[src/rtl/count_stream_monitor.sv]
// count_stream_monitor: checks three step-counter lanes against prev + STEPi,
// counts mismatches, snapshots the first pending one and reports lock.
module count_stream_monitor #(
  parameter int WIDTH         = 8,
  parameter int STEP0         = 1,
  parameter int STEP1         = 2,
  parameter int STEP2         = 3,
  parameter int ERR_CNT_WIDTH = 16,
  parameter int LOCK_CYCLES   = 4
) (
  input  logic                     clk,
  input  logic                     reset,
  input  logic                     clear,
  input  logic [WIDTH-1:0]         in_count0,
  input  logic [WIDTH-1:0]         in_count1,
  input  logic [WIDTH-1:0]         in_count2,
  output logic                     err_flag,
  output logic [2:0]               err_mask,
  output logic [ERR_CNT_WIDTH-1:0] err_count,
  output logic                     locked,
  output logic                     snap_valid,
  input  logic                     snap_ready,
  output logic [3*WIDTH+2:0]       snap_data
);

  localparam int RUN_W = $clog2(LOCK_CYCLES + 1);
  localparam logic [RUN_W-1:0] RUN_MAX = RUN_W'(LOCK_CYCLES);

  typedef enum logic {SYNC, CHECK} state_t;

  state_t           state, state_next;
  logic [WIDTH-1:0] prev0, prev1, prev2;
  logic [WIDTH-1:0] pred0, pred1, pred2;
  logic [RUN_W-1:0] run, run_inc;
  logic [2:0]       mismatch;
  logic             compare, any_mismatch, drain, capture;

  always_ff @(posedge clk) begin
    if (reset || clear) state <= SYNC;
    else                state <= state_next;
  end

  // NOTE: every always_comb output gets a default first, so no path can infer a latch.
  always_comb begin
    state_next = state;
    compare    = 1'b0;
    case (state)
      SYNC:    state_next = CHECK;
      CHECK:   compare    = 1'b1;
      default: state_next = SYNC;
    endcase
  end

  // Predictions wrap naturally by truncation to WIDTH.
  assign pred0 = prev0 + WIDTH'(STEP0);
  assign pred1 = prev1 + WIDTH'(STEP1);
  assign pred2 = prev2 + WIDTH'(STEP2);

  assign mismatch     = compare ? {in_count2 != pred2, in_count1 != pred1, in_count0 != pred0}
                                : 3'b000;
  assign any_mismatch = |mismatch;
  assign run_inc      = (run == RUN_MAX) ? run : run + 1'b1;
  assign drain        = snap_valid && snap_ready;
  assign capture      = any_mismatch && (!snap_valid || snap_ready);

  // NOTE: non-blocking assignments so every register samples the pre-edge values.
  always_ff @(posedge clk) begin
    if (reset || clear) begin
      prev0      <= '0;
      prev1      <= '0;
      prev2      <= '0;
      run        <= '0;
      err_flag   <= 1'b0;
      err_mask   <= 3'b000;
      err_count  <= '0;
      locked     <= 1'b0;
      snap_valid <= 1'b0;
      snap_data  <= '0;
    end else begin
      // Always re-sync to the actual samples so one glitch costs two compares.
      prev0    <= in_count0;
      prev1    <= in_count1;
      prev2    <= in_count2;
      err_flag <= any_mismatch;

      if (any_mismatch) begin
        err_mask <= err_mask | mismatch;
        if (err_count != '1) err_count <= err_count + 1'b1;
        run    <= '0;
        locked <= 1'b0;
      end else if (compare) begin
        run    <= run_inc;
        locked <= (run_inc == RUN_MAX);
      end

      if (capture) begin
        snap_valid <= 1'b1;
        snap_data  <= {mismatch, in_count2, in_count1, in_count0};
      end else if (drain) begin
        snap_valid <= 1'b0;
      end
    end
  end

endmodule

[config.mk]
export PLATFORM = sky130hd
export DESIGN_NAME = count_stream_monitor
export DESIGN_NICKNAME = d
export VERILOG_FILES = /design/src/rtl/count_stream_monitor.sv
export SDC_FILE = /design/constraint.sdc
export NUM_CORES = 1
export LEC_CHECK = 0
export ABC_AREA = 0
export CORE_MARGIN = 5
export CORE_UTILIZATION = 45
export DETAILED_ROUTE_END_ITERATION = 12
export PLACE_DENSITY = 0.75
export SKIP_CTS_REPAIR_TIMING = 1
export SLEW_MARGIN = 10
export SYNTH_ARGS = -nofsm -noshare
export SYNTH_HDL_FRONTEND = slang
export SYNTH_SLANG_ARGS = --single-unit
export TNS_END_PERCENT = 100
[constraint.sdc]
create_clock -name clk -period 2.4 [get_ports clk]
set_input_delay 0.48 -clock clk [delete_from_list [all_inputs] [get_ports clk]]
set_output_delay 0.48 -clock clk [all_outputs]
set_load 0.02 [all_outputs]
# Word-level counts from Yosys, hierarchy flattened
# Cells that the tools add are included.
[totals]
ff_bits = 77
latch_bits = 0
mem_bits_rw = 0
romBits = 0
out_inout_bits = 49
word_cells = 38
memories = 0
[classes]
n_addsub = 5
mul = 0
div = 0
order_cmp = 0
n_eq_ne = 6
n_shift = 0
n_mux = 6
n_bitwise = 1
reduce_logical = 9
[op_table]
columns = ["operator", "n"]
rows = [
  ["$ne A8 B8 Y1", 3],
  ["$add A16 B1 Y16 const B", 1],
  ["$add A8 B2 Y8 const B", 2],
  ["$ne A16 B16 Y1 const B", 1],
  ["$add A8 B1 Y8 const B", 1],
  ["$eq A3 B3 Y1 const B", 2],
  ["$mux W3", 2],
  ["$mux W1", 4],
  ["$reduce_or A4 Y1", 1],
  ["$add A3 B1 Y3 const B", 1],
  ["$or A3 B3 Y3", 1],
  ["$reduce_or A3 Y1", 1],
  ["$logic_and A1 B1 Y1", 2],
  ["$logic_or A1 B1 Y1", 2],
  ["$reduce_and A2 Y1", 1],
  ["$reduce_bool A2 Y1", 1],
  ["$logic_not A1 Y1", 1],
]

# Logic depth before layout (Yosys ltp)
# Gate-level depths: netlist of the first run.
[depth]
word_depth = 6
mapped_depth = 10

# Worst setup path after synthesis of the first run
# OpenSTA, ideal clock, no wires.
[synth_path]
path_type = "register -> register"
from = "register prev1[1]"
to = "register err_count[8]"
setup_time_ps = 136
arrival_ps = 2260
required_ps = 2264
slack_ps = 4
path_stages_with_launch = 10
n_path_buf = 1
period_less_slack_ps = 2396
path_cell_list = "dfxtp_1 > ha_1 > xor2_1 > a211oi_1 > o211ai_1 > o41a_1 > o31ai_4 > buf_6 > or3_1 > a21oi_2"
[synth_between]
elab_chain_len = 5
[synth_lines]
columns = ["element", "line_no", "text"]
rows = [
  ["from (decl)", "32", "logic [WIDTH-1:0] prev0, prev1, prev2;"],
  ["from (signal assigned)", "82", "prev1 <= in_count1;"],
  ["$add A8 B2 Y8", "56", "assign pred1 = prev1 + WIDTH'(STEP1);"],
  ["$ne A8 B8 Y1", "59", "assign mismatch = compare ? {in_count2 != pred2, in_count1 != pred1, in_count0 != pred0}"],
  ["$mux W3", "59", ""],
  ["$reduce_or A3 Y1", "61", "assign any_mismatch = |mismatch;"],
  ["$reduce_and A2 Y1 (no line)", "-", ""],
  ["to (signal assigned)", "88", "if (err_count != '1) err_count <= err_count + 1'b1;"],
  ["to (decl)", "19", "output logic [ERR_CNT_WIDTH-1:0] err_count,"],
]
# No other way between the ends.
# A chain may end at the register's enable or synchronous reset.

# Worst setup path in the final report of the first run
[layout_path]
from = "register prev2[5]"
to = "register err_count[11]"
[layout_between]
elab_chain_len = 5
[layout_lines]
columns = ["element", "line_no", "text"]
rows = [
  ["from (decl)", "32", ""],
  ["from (signal assigned)", "83", "prev2 <= in_count2;"],
  ["$add A8 B2 Y8", "57", "assign pred2 = prev2 + WIDTH'(STEP2);"],
  ["$ne A8 B8 Y1", "59", ""],
  ["$mux W3", "59", ""],
  ["$reduce_or A3 Y1", "61", ""],
  ["$reduce_and A2 Y1 (no line)", "-", ""],
]
# No other way between the ends.

==> results of run 1 <==
[cells by family after synthesis]
kind of cell	count (synthesis)	share of synthesized area, %
flops	77	43.5
mux	6	1.73
buf+inv	24	2.76
simple gates	174	24.9
fa+ha+maj	6	2.12
compound gates	80	17.2
xor+xnor	31	7.67
[sequential cells by signal, indices dropped and copies added, names as in the netlist]
name	flops
snap_data	27
err_count	16
prev0	8
prev1	8
prev2	8
err_mask	3
run	3
err_flag	1
locked	1
snap_valid	1
state	1
[critical path, stage by stage, from the launching register on]
cell	delay (ns)
dfxtp_2	0.39
or3b_1	0.41
a211oi_2	0.25
nor3_2	0.10
o41a_4	0.52
o31ai_4	0.37
clkbuf_16	0.23
o21ai_2	0.07
a21oi_2	0.13
[layout make-up]
cell class              count  area (sq um)  share of cell area (%)
clock buffers              10           138                    2.63
flip-flops and latches     77          1550                    29.6
repair buffers            111          1120                    21.5
well taps                 102           128                    2.44
inverters                   9          33.8                   0.646
multi-input cells         297          2170                    41.5
clock inverters             6          86.3                    1.65
[how the worst max path moves through the flow]
| stage | endpoint | slack, ns |
|---|---|---|
| detailed placement | err_count[5] | -0.47 |
| finish | err_count[11] | -0.14 |
| CTS | err_count[13] | -0.14 |
| global route | err_count[8] | -0.17 |
| global placement | err_count[5] | -0.41 |
| floorplan | err_count[8] | 0.004 |
[cell usage in the layout, fill, tap and decap left out, types with 4 or more instances in the layout]
master / n
o21ai_0: 4
xnor2_1: 14
inv_1: 9
and3_1: 7
or3_1: 6
a31oi_4: 4
nand3_1: 18
and2_1: 28
nand2_1: 62
clkdlybuf4s50_1: 70
dfxtp_2: 5
buf_4: 25
xor2_1: 10
a21oi_2: 8
nor2_1: 21
clkbuf_8: 10
mux2i_1: 5
dfxtp_1: 72
a21oi_1: 6
xnor2_2: 4
o21ai_2: 6
dlymetal6s2s_1: 6
buf_6: 4
o21ai_1: 26
[Yosys cell counts, types with 3 or more instances]
cell	instances	area [sq um]
mux2i_1	5	50.1
or3_1	6	37.5
a31oi_1	5	31.3
nor3_1	4	20.0
and2_1	28	175
a21oi_1	6	30.0
clkbuf_1	14	52.6
o21ai_2	4	35.0
o41ai_2	4	65.1
a211o_1	3	26.3
xnor2_1	18	158
dfxtp_1	77	1540
a21oi_2	8	70.1
inv_1	9	33.8
nand3_1	19	95.1
ha_1	6	75.1
xor2_1	13	114
o21ai_1	20	100
and3_1	8	50.1
nand2_1	65	244
nor2b_1	3	18.8
nor2_1	21	78.8
nand4b_1	3	26.3
o21ai_0	12	60.1
[report_power, final]
group | switching [mW] | total, mW | internal [mW]
Combinational | 0.238 | 0.472 | 0.233
Sequential | 0.0343 | 1.35 | 1.32
Clock | 0.479 | 1.09 | 0.612
[per-layer routing]
metal  vias to the layer above  wire length, microns
met1                      1492                  4210
li1                       1598                     -
met4                         0                   126
met3                        10                   420
met2                        83                  4480
met5                         -                     0
[metrics by stage]
stage                     std cells  hold slack, ns  power [mW]  utilization, %
final                           612           0.452        2.92            68.0
after global routing            612           0.466        3.05            68.0
after CTS                       604           0.454        2.85            63.0
after detailed placement        588           0.442        1.77            60.1
after global placement          588           0.437        1.76            60.1
after floorplan                 398           0.487        1.58               -
==> impl_metrics.toml, run 1 <==
[run_status]
status = "finished, violations left"
failed_checks = "setup timing"

[global_route]
grt_busiest_layer = "met2"
grt_pass1_wl_mm = 14.4
use_met1_pct = 23.6
grt_max_degree = 44
use_met2_pct = 29.0
antenna_found_initial = 0
grtUsageTotal_pct = 17.9
grt.overflow.total = 0
grt_pass1_vias = 3109
met3_usage_pct = 4.25

[die]
io_pins = 77
dieArea_sq_mm = 0.00974
fp.dieH_microns = 98.7
start_util_pct = 46.1
coreArea_sq_mm = 0.00769
fp-row-count = 32
die_x_microns = 98.7

[sta]
fmax_mhz = 394
slew_headroom_pct = 64.5
rsz0062_at_grt = "yes"
worst_slew_pin_slew_ns = 0.528
period_share_pct = 106
worst_slack_ns = -0.137
slew_viol_final = 0
fin_crit_ns = 2.54
hold_viol = 0
finClkSkew_ns = 0.0107
tns_ns = -1.11
setup_violations = 14

[clock_tree]
cts_tree = "yes"
cts-root-buf = "clkbuf_8"
cts_buffer_depth = 2
cts.sinks = 77
cts_buffers = 9
ctsHtreeMaxLevel = 3
clock_latency_ns = 0.35
clk_pin_slew_ns = 0.08

[placement]
placed_cell_area_sq_mm = 0.00462
pre_cts_slack_ns = -0.474
gp_congestion = 0.848
io_buffers = 76
place_hpwl_mm = 6.09

[route]
wl_per_cell_microns = 15.1
dr.pass1.iters = 4
drc = 0
num_vias = 3183
detail-route-antenna-nets = 0
drt-initial-drc-count = 160
vias_per_cell = 5.20
drt_wl_total_mm = 9.24

[cells_and_area]
design_area_sq_mm = 0.00523
nFillCells = 627
diodes = 0
drive_above_1_share_pct = 22.2
nets = 539
area_delta_synth_final_pct = 47.7

[critical_path]
crit_arrival_ns = 2.81
worstSetupPathType = "reg2reg"
cp-end-kind = "register"
rr_worst_depth = 8
reg2reg_slack_ns = -0.14
r2r-end = "err_count[11]"
cp.required_ns = 2.68
critPathLaunch = "prev2[5]"
crit_path_start_kind = "register"
r2r_start = "prev2[5]"
path_max_fanout = 7

[synthesis]
async_flop_share_pct = 0
synth_nets = 432
ys_ff_latch = 77
netlist_area_sq_mm = 0.00354
synth_edf_count = 0
synth_cells = 398
yosysSeqAreaShare_pct = 43.5
ys_warn_count = 0
syn_area_per_cell_sq_um = 8.90
yosysUniqueCellTypes = 53
synth_ff_type = "dfxtp_1"

[power]
p_leak_nw = 1.92
p_per_area_mw_per_mm2 = 558
vdd_drop_max_mv = 0.355

[hold_path]
hold_depth = 2
min-delay-path-class = "reg2reg"
hp-start = "snap_data[11]"
min_to = "snap_data[11]"

[flow_run]
drv_cap = 0
Note: power is estimated with default switching activity, not from simulation.
==> inputs of run 2 (changes only) <==
--- a/config.mk
+++ b/config.mk
@@ -5,11 +5,11 @@
 export SDC_FILE = /design/constraint.sdc
 export NUM_CORES = 1
 export LEC_CHECK = 0
-export ABC_AREA = 0
+export ABC_AREA = 1
 export CORE_MARGIN = 5
 export CORE_UTILIZATION = 45
 export DETAILED_ROUTE_END_ITERATION = 12
-export PLACE_DENSITY = 0.75
+export PLACE_DENSITY = 0.74
 export SKIP_CTS_REPAIR_TIMING = 1
 export SLEW_MARGIN = 10
 export SYNTH_ARGS = -nofsm -noshare
==> run 2 against run 1 <==
Net effect: non-clock buffer count shrank 18; cell area shrank 3.0%; via count is 15% higher; count of clock-buffer cells in the layout did not move; synthesized cell count increased by 38%; clock power decreased by 9%; sequential share of layout area increased by 0.83 points; first-iteration DRC count fell by 20%; largest cell class unchanged; the run now ends clean; routed wire length increased by 2.1%; critical path depth rose by 7; critical endpoint is now err_count[8]; die area up 10%.
==> impl_metrics.toml, run 2 <==
[global_route]
grt_pass1_vias = 3588
grt_pass1_wl_mm = 16.2
antenna_found_initial = 0
grt.overflow.total = 0
grtUsageTotal_pct = 17.6
grt_max_degree = 29

[power]
p_per_area_mw_per_mm2 = 546
vdd_drop_max_mv = 0.223
power_mw = 2.77
p_leak_nw = 2.06

[cells_and_area]
largest_register_ff_count = 27
regMostFlops = "snap_data"
nets = 670
reg_top3 = "snap_data x27, err_count x16"
nFillCells = 799
mostFrequentLayoutCells = "123 x nand2_1, 76 x dfxtp_1, 76 x clkdlybuf4s50_1"
diodes = 0
drive_above_1_share_pct = 13.1
final_common_cell = "nand2_1"
area_delta_synth_final_pct = 28.8

[sta]
worst_slew_pin_slew_ns = 0.564
fmax_mhz = 471
slew_viol_final = 0
setup_violations = 0
fin_crit_ns = 2.12
period_share_pct = 88.5
hold_viol = 0
rsz0062_at_grt = "no"
slew_headroom_pct = 62.3
hold_slack_ns = 0.467
finClkSkew_ns = 0.0107

[clock_tree]
cts_tree = "yes"
cts.sinks = 77
cts_buffers = 9
ctsHtreeMaxLevel = 3
cts_buffer_depth = 2
cts-root-buf = "clkbuf_8"
clock_latency_ns = 0.35
clk_pin_slew_ns = 0.08

[route]
drt-initial-drc-count = 128
wl_per_cell_microns = 12.6
drt_wl_total_mm = 9.43
drc = 0
num_vias = 3654
vias_per_cell = 4.88
detail-route-antenna-nets = 0
dr.pass1.iters = 5

[die]
fp-row-count = 34
coreArea_sq_mm = 0.00864
dieArea_sq_mm = 0.0107
io_pins = 77
die_x_microns = 104
fp.dieH_microns = 104
start_util_pct = 45.6

[synthesis]
post-synth-top-count-cell = "nand2_1"
yosysUniqueCellTypes = 27
async_flop_share_pct = 0
synth_cells = 551
netlist_area_sq_mm = 0.00394
ys_warn_count = 0
synth_common_cells = "123 x nand2_1, 77 x dfxtp_1, 72 x nand3_1"
yosysTopAreaCell = "dfxtp_1"
synth_edf_count = 0
yosysTopAreaCellShare_pct = 39.2
syn_area_per_cell_sq_um = 7.14
synth_nets = 585
synthTopCellsByArea = "dfxtp_1 39%, nand2_1 12%, nand3_1 9.2%"
ys_ff_latch = 77
synth_ff_type = "dfxtp_1"
yosysSeqAreaShare_pct = 39.2

[placement]
io_buffers = 76
gp_congestion = 0.854
place_hpwl_mm = 7.01

[critical_path]
crit_arrival_ns = 2.40
path_common_cell = "nand2_1"
crit_path_start_kind = "input port"
cpMaxStageDelayCell = "clkdlybuf4s50_1"
cp.required_ns = 2.67
crit_chain = "clkdlybuf4s50_1, inv_1, nand2_1, nand2_1, nor2_1, nand3_1, nor2_1, nand3_1, nand2_1, nand3_2, buf_4, nand2_1, buf_4, nand2_1, a21oi_1"
path_max_fanout = 9
max_stage_delay_ns = 0.51
cp_num_buf_inv = 4
worstSetupPathType = "in2reg"
critPathTopFamily = "buffers and inverters"
cp-end-kind = "register"

[run_status]
status = "completed"

[flow_run]
drv_cap = 0

[hold_path]
min-delay-path-class = "reg2reg"
[run 2: final cells by class]
class | count | area, sq um | area share [%]
clock buffers | 10 | 138 | 2.71
clock inverters | 6 | 62.6 | 1.23
inverters | 65 | 244 | 4.81
multi-input cells | 390 | 2020 | 39.9
flip-flops and latches | 77 | 1540 | 30.4
well taps | 108 | 135 | 2.67
repair buffers | 93 | 926 | 18.3
[run 2: layer usage]
layer | track usage (%) | share of wire (%) | up-vias | wire length, microns
met2 | 30.2 | 50 | 76 | 4740
met1 | 21.9 | 44 | 1668 | 4160
met3 | 3.86 | 4.8 | 8 | 452
li1 | - | - | 1902 | -
met5 | 0 | 0 | - | 0
met4 | 5.34 | 0.88 | 0 | 83
[run 2: metrics by stage]
step | instances | setup TNS [ns] | setup slack (ns) | cell area [sq um] | util, %
2_1_floorplan | 551 | 0 | 0.508 | 3940 | -
3_3_place_gp | 733 | -0.0249 | -0.0150 | 4870 | 56.3
3_5_place_dp | 733 | -0.582 | -0.0726 | 4870 | 56.3
4_1_cts | 749 | 0 | 0.232 | 5070 | 58.7
5_1_grt | 749 | 0 | 0.0691 | 5070 | 58.7
6_report | 749 | 0 | 0.276 | 5070 | 58.7
[run 2: worst paths after layout]
path	endpoint	cells after the start	slack, ns	start
setup / recovery	err_count[8]	15	0.28	in_count0[1]
hold / removal	snap_data[3]	2	0.47	snap_data[3]
setup reg to reg	err_count[8]	15	0.30	prev0[0]
hold reg to reg	snap_data[3]	2	0.47	snap_data[3]
[run 2: worst register-to-register path, delay by kind of cell, from the launching register on]
family | cells | cell delay (ns)
adders and majority gates | 1 | 0.30
DFF | 1 | 0.34
buffers and inverters | 3 | 0.39
AOI/OAI and AO/OA | 1 | 0.13
and+or+nand+nor | 10 | 0.85
[run 2: cells by family after synthesis]
family,synth area share (%)
AO/OA/AOI/OAI,9.22
XOR/XNOR,6.68
flip-flops,39.2
adder cells (fa/ha/maj),1.91
AND/OR/NAND/NOR,33.5
buffers and inverters,9.51
[run 2: where the power goes]
group          switching (mW)  internal (mW)
clock network           0.482          0.505
logic                   0.238          0.188
registers              0.0344           1.32
total                   0.754           2.01
==> inputs of run 3 (changes only) <==
--- a/config.mk
+++ b/config.mk
@@ -7,9 +7,9 @@
 export LEC_CHECK = 0
 export ABC_AREA = 1
 export CORE_MARGIN = 5
-export CORE_UTILIZATION = 45
+export CORE_UTILIZATION = 47
 export DETAILED_ROUTE_END_ITERATION = 12
-export PLACE_DENSITY = 0.74
+export PLACE_DENSITY = 0.77
 export SKIP_CTS_REPAIR_TIMING = 1
 export SLEW_MARGIN = 10
 export SYNTH_ARGS = -nofsm -noshare
==> run 3 against run 2 <==
Net effect: final cell count rose by 0.67%; critical path depth unchanged; utilization up 4.5 points; first-iteration DRC count grew 35%; count of clock-buffer cells in the layout grew 2; worst hold slack worse by 0.012 ns; critical path type is now reg2reg.
==> impl_metrics.toml, run 3 (synthesis results as in run 2) <==
[cells_and_area]
reg_top3 = "snap_data x27, err_count x16"
mostFrequentLayoutCells = "122 x nand2_1, 76 x dfxtp_1, 76 x clkdlybuf4s50_1"
nets = 678
area_delta_synth_final_pct = 31.3
regMostFlops = "snap_data"
largest_register_ff_count = 27
design_area_sq_mm = 0.00517
final_common_cell = "nand2_1"
drive_above_1_share_pct = 14.0
diodes = 0
final_util_pct = 63.2

[die]
fp.dieH_microns = 102
start_util_pct = 48.1
fp-row-count = 33
io_pins = 77
dieArea_sq_mm = 0.0103
die_x_microns = 102
coreArea_sq_mm = 0.00818

[route]
num_vias = 3700
drt-initial-drc-count = 173
vias_per_cell = 4.91
detail-route-antenna-nets = 0
dr.pass1.iters = 5
drt_wl_total_mm = 9.72
wl_per_cell_microns = 12.9
drc = 0

[global_route]
grt.overflow.total = 0
antenna_found_initial = 0
grt_max_degree = 27
use_met1_pct = 23.8
grt_pass1_wl_mm = 16.0
grt_busiest_layer = "met2"
grt_pass1_vias = 3560
grtUsageTotal_pct = 19.2
met3_usage_pct = 3.31
use_met2_pct = 33.9

[critical_path]
worstSetupPathType = "reg2reg"
r2r_start = "prev2[0]"
rr_worst_depth = 15
endpoint = "snap_data[25]"
path_max_fanout = 13
cp-end-kind = "register"
crit_path_start_kind = "register"
crit_arrival_ns = 2.39
reg2reg_slack_ns = 0.27
r2r-end = "snap_data[25]"
critPathLaunch = "prev2[0]"
cp.required_ns = 2.67

[sta]
worst_slack_ns = 0.274
setup_violations = 0
slew_viol_final = 0
rsz0062_at_grt = "no"
finClkSkew_ns = 0.00694
hold_viol = 0
period_share_pct = 88.6
worst_slew_pin_slew_ns = 0.462
slew_headroom_pct = 69.2
fmax_mhz = 470
fin_crit_ns = 2.13

[placement]
pre_cts_slack_ns = -0.0904
place_hpwl_mm = 7.00
placed_cell_area_sq_mm = 0.00491
io_buffers = 76
gp_congestion = 0.860

[flow_run]
drv_cap = 0

[clock_tree]
cts_tree = "yes"
cts_buffer_depth = 2
clk_pin_slew_ns = 0.07
clock_latency_ns = 0.33
cts_buffers = 9
cts.sinks = 77
cts-root-buf = "clkbuf_8"
ctsHtreeMaxLevel = 3

[run_status]
status = "completed"

[power]
vdd_drop_max_mv = 0.289
p_leak_nw = 2.13
p_per_area_mw_per_mm2 = 559
power_mw = 2.89

[hold_path]
min-delay-path-class = "reg2reg"
==> run 3: cell count changes in the layout (fill, tap and decap cells not counted), sizes merged <==
cell      delta
buf          +7
clkinvlp     -3
nand2        +1
bufinv       +1
clkbuf       +2
==> run 3: per-stage QoR <==
step / setup TNS (ns) / instances / hold slack (ns)
final: 0 / 754 / 0.455
after global routing: 0 / 754 / 0.471
after CTS: 0 / 753 / 0.457
after detailed placement: -2.22 / 737 / 0.443
after global placement: -1.31 / 737 / 0.441
after floorplan: 0 / 551 / 0.505
==> run 3: final cells by class <==
cell class	instances	area (sq um)
clock buffers	12	155
clock inverters	4	70.1
fillers	703	3010
inverters	65	244
multi-input cells	391	2040
flip-flops and latches	77	1540
well taps	105	131
repair buffers	100	982
==> run 3: report_power, final <==
group	internal [mW]	leakage (nW)	switching, mW
Clock	0.640	0.116	0.452
Combinational	0.197	1.38	0.246
Sequential	1.32	0.628	0.0342
Total	2.15	2.13	0.732
==> run 3: layer usage <==
layer	share of wire, %	wire, microns
met5	0	0
met4	0.74	72
met3	5.1	496
met1	44	4280
met2	50	4870
==> run 3: how the worst min path moves through the flow <==
stage	startpoint	end	slack, ns	cells after the start
floorplan	state	err_mask[2]	0.51	2
global placement	err_mask[0]	err_mask[0]	0.44	2
detailed placement	err_mask[0]	err_mask[0]	0.44	2
CTS	err_mask[0]	err_mask[0]	0.46	2
global route	err_mask[0]	err_mask[0]	0.47	2
finish	err_mask[0]	err_mask[0]	0.45	2
==> run 3: critical path, cell delays in order, from the launching register on <==
cell,delay [ns]
dfxtp_2,0.36
inv_1,0.08
ha_1,0.27
inv_1,0.10
nand2_1,0.05
nand3_1,0.07
nand2_1,0.05
inv_1,0.05
nand3_1,0.09
nor2_1,0.11
nand2_1,0.10
nand2_2,0.10
nand3_4,0.16
nand2_4,0.27
nand2_2,0.08
a21oi_2,0.11
